File: config.mk
export PLATFORM = sky130hd
export DESIGN_NAME = qpsk_rx_frame_ctrl
export DESIGN_NICKNAME = d
export VERILOG_FILES = /design/src/rtl/qpsk_pkg.sv /design/src/rtl/qpsk_slicer.sv /design/src/rtl/qpsk_rx_frame_ctrl.sv
export SDC_FILE = /design/constraint.sdc
export NUM_CORES = 1
export LEC_CHECK = 0
export ABC_CLOCK_PERIOD_IN_PS = 2900
export CORE_AREA = 5 5 103 76
export CTS_BUF_LIST = sky130_fd_sc_hd__clkbuf_16
export DETAILED_ROUTE_END_ITERATION = 10
export DIE_AREA = 0 0 108 81
export PLACE_DENSITY_LB_ADDON = 0.08
export SETUP_SLACK_MARGIN = 0.1
export SLEW_MARGIN = 20
export SYNTH_ARGS = -nofsm -noshare
export SYNTH_HDL_FRONTEND = slang
export SYNTH_HIERARCHICAL = 1
export SYNTH_SLANG_ARGS = --single-unit
File: constraint.sdc
create_clock -name clk -period 2.9 [get_ports clk]
set_clock_uncertainty 0.05 [all_clocks]
set_input_delay 0.58 -clock clk [delete_from_list [all_inputs] [get_ports clk]]
set_output_delay 0.58 -clock clk [all_outputs]
set_load 0.01 [all_outputs]
File: src/rtl/qpsk_pkg.sv
// Shared QPSK receive types: dibit encoding, sample format and receive sequencer states.
package qpsk_pkg;

    localparam int unsigned QPSK_SAMPLE_W = 16;
    localparam int unsigned QPSK_FRAC     = 7;

    typedef logic [1:0] dibit_t;

    localparam dibit_t DIBIT_00 = 2'b00;
    localparam dibit_t DIBIT_01 = 2'b01;
    localparam dibit_t DIBIT_10 = 2'b10;
    localparam dibit_t DIBIT_11 = 2'b11;

    typedef enum logic [1:0] {
        IDLE,
        HUNT,
        PAYLOAD,
        DONE
    } rx_state_t;

endpackage

File: src/rtl/qpsk_slicer.sv
// Registered QPSK hard-decision slicer: strict sign test per rail, zero decides negative.
module qpsk_slicer
    import qpsk_pkg::*;
(
    input  logic                            clk,
    input  logic                            rst,
    input  logic                            in_valid,
    input  logic signed [QPSK_SAMPLE_W-1:0] in_i,
    input  logic signed [QPSK_SAMPLE_W-1:0] in_q,
    output dibit_t                          dibit,
    output logic                            dvalid
);

    logic i_le0_c;
    logic q_le0_c;

    assign i_le0_c = in_i[QPSK_SAMPLE_W-1] | ~(|in_i);
    assign q_le0_c = in_q[QPSK_SAMPLE_W-1] | ~(|in_q);

    // Dibit MSB follows Q, LSB follows I; held between strobes.
    always_ff @(posedge clk or negedge rst) begin
        if (!rst) begin
            dibit  <= DIBIT_00;
            dvalid <= 1'b0;
        end else begin
            dvalid <= in_valid;
            if (in_valid) begin
                dibit <= {q_le0_c, i_le0_c};
            end
        end
    end

endmodule

File: src/rtl/qpsk_rx_frame_ctrl.sv
// QPSK receive sequencer: symbol strobe, slicing, sync-word hunt and payload byte packing
// onto a single-entry valid/ready output register.
module qpsk_rx_frame_ctrl
    import qpsk_pkg::*;
#(
    parameter int unsigned SPS         = 4,
    parameter int unsigned SYNC_DIBITS = 8,
    parameter logic [31:0] SYNC_WORD   = 32'h0000_D391,
    parameter int unsigned LEN_W       = 8,
    localparam int unsigned PH_W       = (SPS > 1) ? $clog2(SPS) : 1
) (
    input  logic                            clk,
    input  logic                            rst,
    input  logic                            en,
    input  logic [PH_W-1:0]                 phase,
    input  logic [LEN_W-1:0]                payload_len,
    input  logic                            in_valid,
    input  logic signed [QPSK_SAMPLE_W-1:0] in_i,
    input  logic signed [QPSK_SAMPLE_W-1:0] in_q,
    output logic [7:0]                      byte_data,
    output logic                            byte_valid,
    input  logic                            byte_ready,
    output logic                            sync_found,
    output logic                            frame_done,
    output logic                            overflow,
    output logic                            busy
);

    localparam int unsigned SR_W   = 2 * SYNC_DIBITS;
    localparam int unsigned FILL_W = 5;

    rx_state_t         state, state_d;
    logic [PH_W-1:0]   cnt, cnt_d;
    logic [PH_W-1:0]   phase_q, phase_d;
    logic [LEN_W-1:0]  len_q, len_d;
    logic [SR_W-1:0]   sr, sr_d;
    logic [FILL_W-1:0] fill, fill_d;
    logic [5:0]        pk, pk_d;
    logic [1:0]        dcnt, dcnt_d;
    logic [LEN_W-1:0]  bcnt, bcnt_d;
    logic [7:0]        byte_data_d;
    logic              byte_valid_d, sync_found_d, frame_done_d, overflow_d, busy_d;
    logic              complete;

    logic              strobe_c;
    dibit_t            dibit;
    logic              dvalid;
    logic [SR_W-1:0]   sr_upd_c;
    logic [FILL_W-1:0] fill_upd_c;

    assign strobe_c   = in_valid && (cnt == phase_q);
    assign sr_upd_c   = SR_W'({sr, dibit});
    assign fill_upd_c = (fill == FILL_W'(SYNC_DIBITS)) ? fill : fill + FILL_W'(1);

    qpsk_slicer u_slicer (
        .clk      (clk),
        .rst      (rst),
        .in_valid (strobe_c),
        .in_i     (in_i),
        .in_q     (in_q),
        .dibit    (dibit),
        .dvalid   (dvalid)
    );

    // State and all registered outputs
    always_ff @(posedge clk or negedge rst) begin
        if (!rst) begin
            state      <= IDLE;
            cnt        <= '0;
            phase_q    <= '0;
            len_q      <= '0;
            sr         <= '0;
            fill       <= '0;
            pk         <= '0;
            dcnt       <= '0;
            bcnt       <= '0;
            byte_data  <= '0;
            byte_valid <= 1'b0;
            sync_found <= 1'b0;
            frame_done <= 1'b0;
            overflow   <= 1'b0;
            busy       <= 1'b0;
        end else begin
            state      <= state_d;
            cnt        <= cnt_d;
            phase_q    <= phase_d;
            len_q      <= len_d;
            sr         <= sr_d;
            fill       <= fill_d;
            pk         <= pk_d;
            dcnt       <= dcnt_d;
            bcnt       <= bcnt_d;
            byte_data  <= byte_data_d;
            byte_valid <= byte_valid_d;
            sync_found <= sync_found_d;
            frame_done <= frame_done_d;
            overflow   <= overflow_d;
            busy       <= busy_d;
        end
    end

    // Next-state, packer and output-register logic
    always_comb begin
        state_d      = state;
        cnt_d        = cnt;
        phase_d      = phase_q;
        len_d        = len_q;
        sr_d         = sr;
        fill_d       = fill;
        pk_d         = pk;
        dcnt_d       = dcnt;
        bcnt_d       = bcnt;
        byte_data_d  = byte_data;
        byte_valid_d = byte_valid;
        overflow_d   = overflow;
        sync_found_d = 1'b0;
        frame_done_d = 1'b0;
        complete     = 1'b0;

        if (in_valid) begin
            cnt_d = (cnt == PH_W'(SPS - 1)) ? '0 : cnt + PH_W'(1);
        end
        if (byte_valid && byte_ready) begin
            byte_valid_d = 1'b0;
        end

        case (state)
            IDLE: begin
                sr_d   = '0;
                fill_d = '0;
                if (en) begin
                    state_d    = HUNT;
                    cnt_d      = '0;
                    phase_d    = phase;
                    len_d      = (payload_len == '0) ? LEN_W'(1) : payload_len;
                    overflow_d = 1'b0;
                end
            end
            HUNT: begin
                if (!en) begin
                    state_d = IDLE;
                end else if (dvalid) begin
                    sr_d   = sr_upd_c;
                    fill_d = fill_upd_c;
                    // Overlapping search; a match needs a full word received since clear
                    if (fill_upd_c == FILL_W'(SYNC_DIBITS) &&
                        sr_upd_c == SYNC_WORD[SR_W-1:0]) begin
                        sync_found_d = 1'b1;
                        state_d      = PAYLOAD;
                        pk_d         = '0;
                        dcnt_d       = '0;
                        bcnt_d       = '0;
                    end
                end
            end
            PAYLOAD: begin
                if (!en) begin
                    state_d = IDLE;
                end else if (dvalid) begin
                    pk_d   = {pk[3:0], dibit};
                    dcnt_d = dcnt + 2'd1;
                    if (dcnt == 2'd3) begin
                        complete = 1'b1;
                        if (bcnt == len_q - LEN_W'(1)) begin
                            state_d      = DONE;
                            frame_done_d = 1'b1;
                        end else begin
                            bcnt_d = bcnt + LEN_W'(1);
                        end
                    end
                end
            end
            DONE: begin
                sr_d   = '0;
                fill_d = '0;
                if (en) begin
                    state_d = HUNT;
                    cnt_d   = '0;
                end else begin
                    state_d = IDLE;
                end
            end
            default: state_d = IDLE;
        endcase

        // A completed byte only lands if the single entry is free or draining this cycle
        if (complete) begin
            if (!byte_valid || byte_ready) begin
                byte_data_d  = {pk, dibit};
                byte_valid_d = 1'b1;
            end else begin
                overflow_d = 1'b1;
            end
        end

        busy_d = (state_d != IDLE);
    end

endmodule

==> metrics.md, run 1 <==
| Metric | Value |
|---|---|
| Combinational family with the most area after synthesis | `simple AND/OR/NAND/NOR gates` |
| Data required, critical path | `3.06 ns` |
| Highest attainable clock frequency | `390.9 MHz` |
| Cell at the root of the clock tree | `sky130_fd_sc_hd__clkbuf_16` |
| Wirelength, routed | `about 7.7 mm` |
| Max Buffers Root-to-Sink | `2` |
| Final net count | `~480` |
| Cell count of the worst reg-to-reg path | `9` |
| Post-Synthesis Cells | `about 360` |
| End point of the critical path | `dcnt[0]` |
| Routability Congestion | `0.7988` |
| HPWL Detailed | `5.555 mm` |
| Simple-gate portion of the synthesized area | `0.2260` |
| GRT Max-Usage Layer | `met1` |
| Parity-gate share of the synthesized area counting xor and xnor cells | `0.02532` |
| Residual antenna-violating net count after detailed routing | `0` |
| Portion of the clock cycle consumed by the worst path in the final layout | `0.8822` |
| Post-CTS Hold Buffers | `0` |
| Initial antenna violation count | `0` |
| Run status | `complete, no violations` |
| Unique cell type count in the Yosys netlist | `50` |
| Maximum net fanout on the critical path | `8` |
| H-tree levels | `3` |
| Clock insertion delay at the later pin of the skew report | `between 0.3 and 0.4 ns` |
| Share of synthesized registers carrying an async set or reset | `1.000` |
| Launch point of the worst reg-to-reg path | `fill[0]` |
| GRT overflow | `0` |
| Mux cell area share after synthesis | `0.09042` |
| Yosys Warn Count | `6` |
| Via count of the first global-routing pass | `2712` |
| Met2 Track Usage GR | `0.2748` |
| Netlist area before placement | `between 0.003 and 0.004 mm²` |
| DIE HEIGHT | `81 µm` |
| Category of the most critical setup path | `register to register` |
| Launch point of the worst path | `fill[0]` |
| TritonCTS Sinks | `65` |
| Unrepaired setup endpoints after global routing | `false` |
| Number of placement rows | `25` |
| Static leakage | `around 2.0 nW` |
| Post-synthesis net count | `approximately 420` |
| Final Critical Period | `~2.6 ns` |
| Reg-to-reg endpoint | `dcnt[0]` |
| Worst Setup End Kind | `register` |
| Classification of the worst-slack hold path | `primary input to async pin` |
| Initial Utilization | `0.5217` |
| Final number of hold-violating endpoints | `0` |
| Full die area | `about 0.009 mm²` |
| Adder-cell area share of the yosys netlist | `0.03978` |
| Horiz. Die Dim | `108 µm` |
| Final setup margin | `roughly 0.34 ns` |
| Number of gates resized after CTS | `0` |
| Reg2reg setup slack | `between 0.3 and 0.4 ns` |
| Peak supply drop | `between 0.5 and 0.6 mV` |
| Setup repair bufs after CTS | `0` |
| Input/output buffers | `just under 60` |
| Most common flop cell mapped by yosys | `sky130_fd_sc_hd__dfrtp_1` |
| Total negative setup slack | `0 ns` |
| Sequential fraction of the synthesis area | `0.4702` |
| Relative slew slack | `0.5546` |
| EDFF count, synth | `0` |
| Power Density | `between 700 and 800 mW/mm²` |
| Vias per cell | `between 5 and 6` |
| Average wire per standard cell | `between 10 and 15 µm` |
| Worst slack, placed | `about 0.34 ns` |
| Worst-margin pin slew | `roughly 0.67 ns` |
| Total via count in the routed design | `approximately 2800` |
| Signal arrival time at the worst endpoint | `2.72 ns` |
| Residual DRC count | `0` |
| Slowest cell on the critical path | `sky130_fd_sc_hd__dfrtp_1` |
| Largest net degree at the start of global routing | `66` |
| # Max-Cap Violations | `0` |
| Portion of synthesized cell area occupied by the leading cell type | `0.4702` |
| Clock tree from TritonCTS | `built` |
| Layout overhead on the synthesized area | `28.10%` |
| Combined global-route utilization of all metal layers | `0.1942` |
| Wire length of the first global-routing pass | `about 13 mm` |
| Crit path launch type | `register` |
| Clock slew at the register clock pins of the worst setup and hold paths | `around 0.050 ns` |
| Num CTS Buffers | `9` |
| First-pass DRT Iterations | `4` |
| Count of final max-slew check failures | `0` |
| Global routing usage on met3 | `0.07943` |
| Count of routing violations after the opening detailed-route iteration | `115` |
| CP Cell Sequence | `inv_1 -> ha_1 -> nor3b_2 -> o21ai_1 -> a2111o_1 -> nor2_1 -> mux2i_1 -> nor2_4 -> mux2_1` |
| Antenna diodes | `0` |
| Synth Register Bits | `65` |
| Share of the synthesized area in compound gates (AO/OA/AOI/OAI) | `0.1031` |
| Met1 track demand over resource in global routing | `0.2762` |
| Mean area per synthesized cell | `9.583 µm²` |
| Layout cell share with drive strength beyond 1 | `0.1014` |
| IO Count | `60` |
| Number of setup violations in the final report | `0` |
| Delay of the slowest cell on the worst path | `between 0.4 and 0.5 ns` |
| Cell taking the most area after synthesis | `sky130_fd_sc_hd__dfrtp_1` |
| Core Area | `roughly 0.0066 mm²` |
| Area contributors post-synth | `sky130_fd_sc_hd__dfrtp_1 47%, sky130_fd_sc_hd__nand2_1 5.9%, sky130_fd_sc_hd__mux2_2 5.5%` |
==> cell type report <==
class | instances | area (µm²)
repair buffers | 67 | 658.1
inverters | 20 | 75.07
clock buffers | 9 | 225.2
clock inverters | 6 | 52.55
flip-flops and latches | 65 | 1627
well taps | 94 | 117.6
multi-input cells | 257 | 1677
fillers | 551 | 2200
==> logic make-up (layout without fill, tap and decap cells) <==
| group | Yosys count | after routing |
|---|---|---|
| adders and majority gates | 11 | 11 |
| AOI/OAI and AO/OA | 57 | 57 |
| and+or+nand+nor | 150 | 150 |
| buffers and inverters | 39 | 102 |
| xor gates and xnor gates | 10 | 10 |
| muxes | 29 | 29 |
| DFF | 65 | 65 |
==> through the flow <==
stage	instance area (µm²)	power (mW)	instances	hold slack (ns)	utilization
4_1_cts	4432	3.329	518	0.2196	0.6683
3_3_place_gp	4154	2.266	503	0.4257	0.6264
5_1_grt	4432	3.535	518	0.2437	0.6683
6_report	4432	3.311	518	0.2102	0.6683
3_5_place_dp	4154	2.298	503	0.4323	0.6264
2_1_floorplan	3460	1.997	361	0.2344	-
==> cell usage in the layout (no fill, tap or decap), types with 2 or more instances in the layout <==
master	count
sky130_fd_sc_hd__nor3_1	10
sky130_fd_sc_hd__dfrtp_1	65
sky130_fd_sc_hd__a31oi_1	2
sky130_fd_sc_hd__a22o_1	2
sky130_fd_sc_hd__nor4_2	4
sky130_fd_sc_hd__clkdlybuf4s50_1	58
sky130_fd_sc_hd__o21bai_1	2
sky130_fd_sc_hd__o22ai_1	3
sky130_fd_sc_hd__or3_1	6
sky130_fd_sc_hd__or2_1	2
sky130_fd_sc_hd__a21o_1	3
sky130_fd_sc_hd__o211ai_1	4
sky130_fd_sc_hd__nor2b_1	6
sky130_fd_sc_hd__a21oi_1	14
sky130_fd_sc_hd__xnor2_1	4
sky130_fd_sc_hd__o31ai_1	2
sky130_fd_sc_hd__mux2_2	17
sky130_fd_sc_hd__xor2_1	6
sky130_fd_sc_hd__nand3b_1	4
sky130_fd_sc_hd__clkbuf_16	9
sky130_fd_sc_hd__nand2b_1	2
sky130_fd_sc_hd__o21ai_0	8
sky130_fd_sc_hd__buf_4	7
sky130_fd_sc_hd__clkinv_1	2
sky130_fd_sc_hd__and3_1	3
sky130_fd_sc_hd__a211oi_1	2
sky130_fd_sc_hd__nor2_1	16
sky130_fd_sc_hd__mux2i_1	11
sky130_fd_sc_hd__o21ai_1	9
sky130_fd_sc_hd__nand4_1	8
sky130_fd_sc_hd__nor4_1	5
sky130_fd_sc_hd__nand3_1	21
sky130_fd_sc_hd__nand2_1	54
sky130_fd_sc_hd__inv_1	22
sky130_fd_sc_hd__ha_1	11
==> registers in the layout (all words and copies together), names as in the netlist, 2 cells and up <==
register and flops:
byte_data 8, fill 5, bcnt 8, dcnt 2, len_q 8, pk 6, cnt 2, state 2
u_slicer/dibit 2, phase_q 2, sr 14
==> worst max-delay path: cells and delay by family (launching register included) <==
family          cells  cell delay, ns
simple gates        3            0.68
mux                 2            0.53
compound gates      2            0.48
flops               1            0.41
fa+ha+maj           1            0.17
buf+inv             1            0.11
==> synthesized netlist by cell type (3+ instances only) <==
| cell | number |
|---|---|
| sky130_fd_sc_hd__o22ai_1 | 3 |
| sky130_fd_sc_hd__mux2i_1 | 11 |
| sky130_fd_sc_hd__or3_1 | 6 |
| sky130_fd_sc_hd__xnor2_1 | 4 |
| sky130_fd_sc_hd__and3_1 | 3 |
| sky130_fd_sc_hd__xor2_1 | 6 |
| sky130_fd_sc_hd__a21oi_1 | 14 |
| sky130_fd_sc_hd__nand3b_1 | 4 |
| sky130_fd_sc_hd__o21ai_0 | 8 |
| sky130_fd_sc_hd__clkbuf_1 | 16 |
| sky130_fd_sc_hd__a21o_1 | 3 |
| sky130_fd_sc_hd__nand4_1 | 8 |
| sky130_fd_sc_hd__nor2_1 | 16 |
| sky130_fd_sc_hd__o211ai_1 | 4 |
| sky130_fd_sc_hd__nor3_1 | 10 |
| sky130_fd_sc_hd__ha_1 | 11 |
| sky130_fd_sc_hd__nor2b_1 | 6 |
| sky130_fd_sc_hd__mux2_2 | 17 |
| sky130_fd_sc_hd__nand2_1 | 54 |
| sky130_fd_sc_hd__dfrtp_1 | 65 |
| sky130_fd_sc_hd__nand3_1 | 21 |
| sky130_fd_sc_hd__inv_1 | 20 |
| sky130_fd_sc_hd__o21ai_1 | 9 |
| sky130_fd_sc_hd__nor4_1 | 5 |
| sky130_fd_sc_hd__nor4_2 | 4 |
==> per-layer routing <==
layer | routed length [µm] | part of all wire | vias up
met5 | 0 | 0 | -
met4 | 85 | 0.011 | 0
met3 | 667 | 0.087 | 11
met2 | 3144 | 0.41 | 90
met1 | 3802 | 0.49 | 1310
li1 | - | - | 1386
==> report_power, final <==
group / switching (mW) / leakage [nW] / internal [mW]
combinational: 0.512 / 1.02 / 0.450
sequential: 0.235 / 0.827 / 1.10
clock: 0.372 / 0.139 / 0.647
==> worst min path at each step <==
stage | startpoint | to | slack, ns | depth (start not counted)
finish | rst | bcnt[5] | 0.21 | 2
global route | rst | bcnt[5] | 0.24 | 2
detailed placement | sr[5] | sr[5] | 0.43 | 2
global placement | sr[7] | sr[7] | 0.43 | 2
CTS | rst | bcnt[5] | 0.22 | 2
floorplan | rst | bcnt[0] | 0.23 | 0
No activity file was read; power rests on OpenSTA's default activity.
==> run 2: changes to the inputs <==
--- a/config.mk
+++ b/config.mk
@@ -10,6 +10,7 @@
 export CTS_BUF_LIST = sky130_fd_sc_hd__clkbuf_16
 export DETAILED_ROUTE_END_ITERATION = 10
 export DIE_AREA = 0 0 108 81
+export GPL_ROUTABILITY_DRIVEN = 0
 export PLACE_DENSITY_LB_ADDON = 0.08
 export SETUP_SLACK_MARGIN = 0.1
 export SLEW_MARGIN = 20
==> results of run 2 <==
The final DEF is identical to that of run 1; final timing and power are the same.
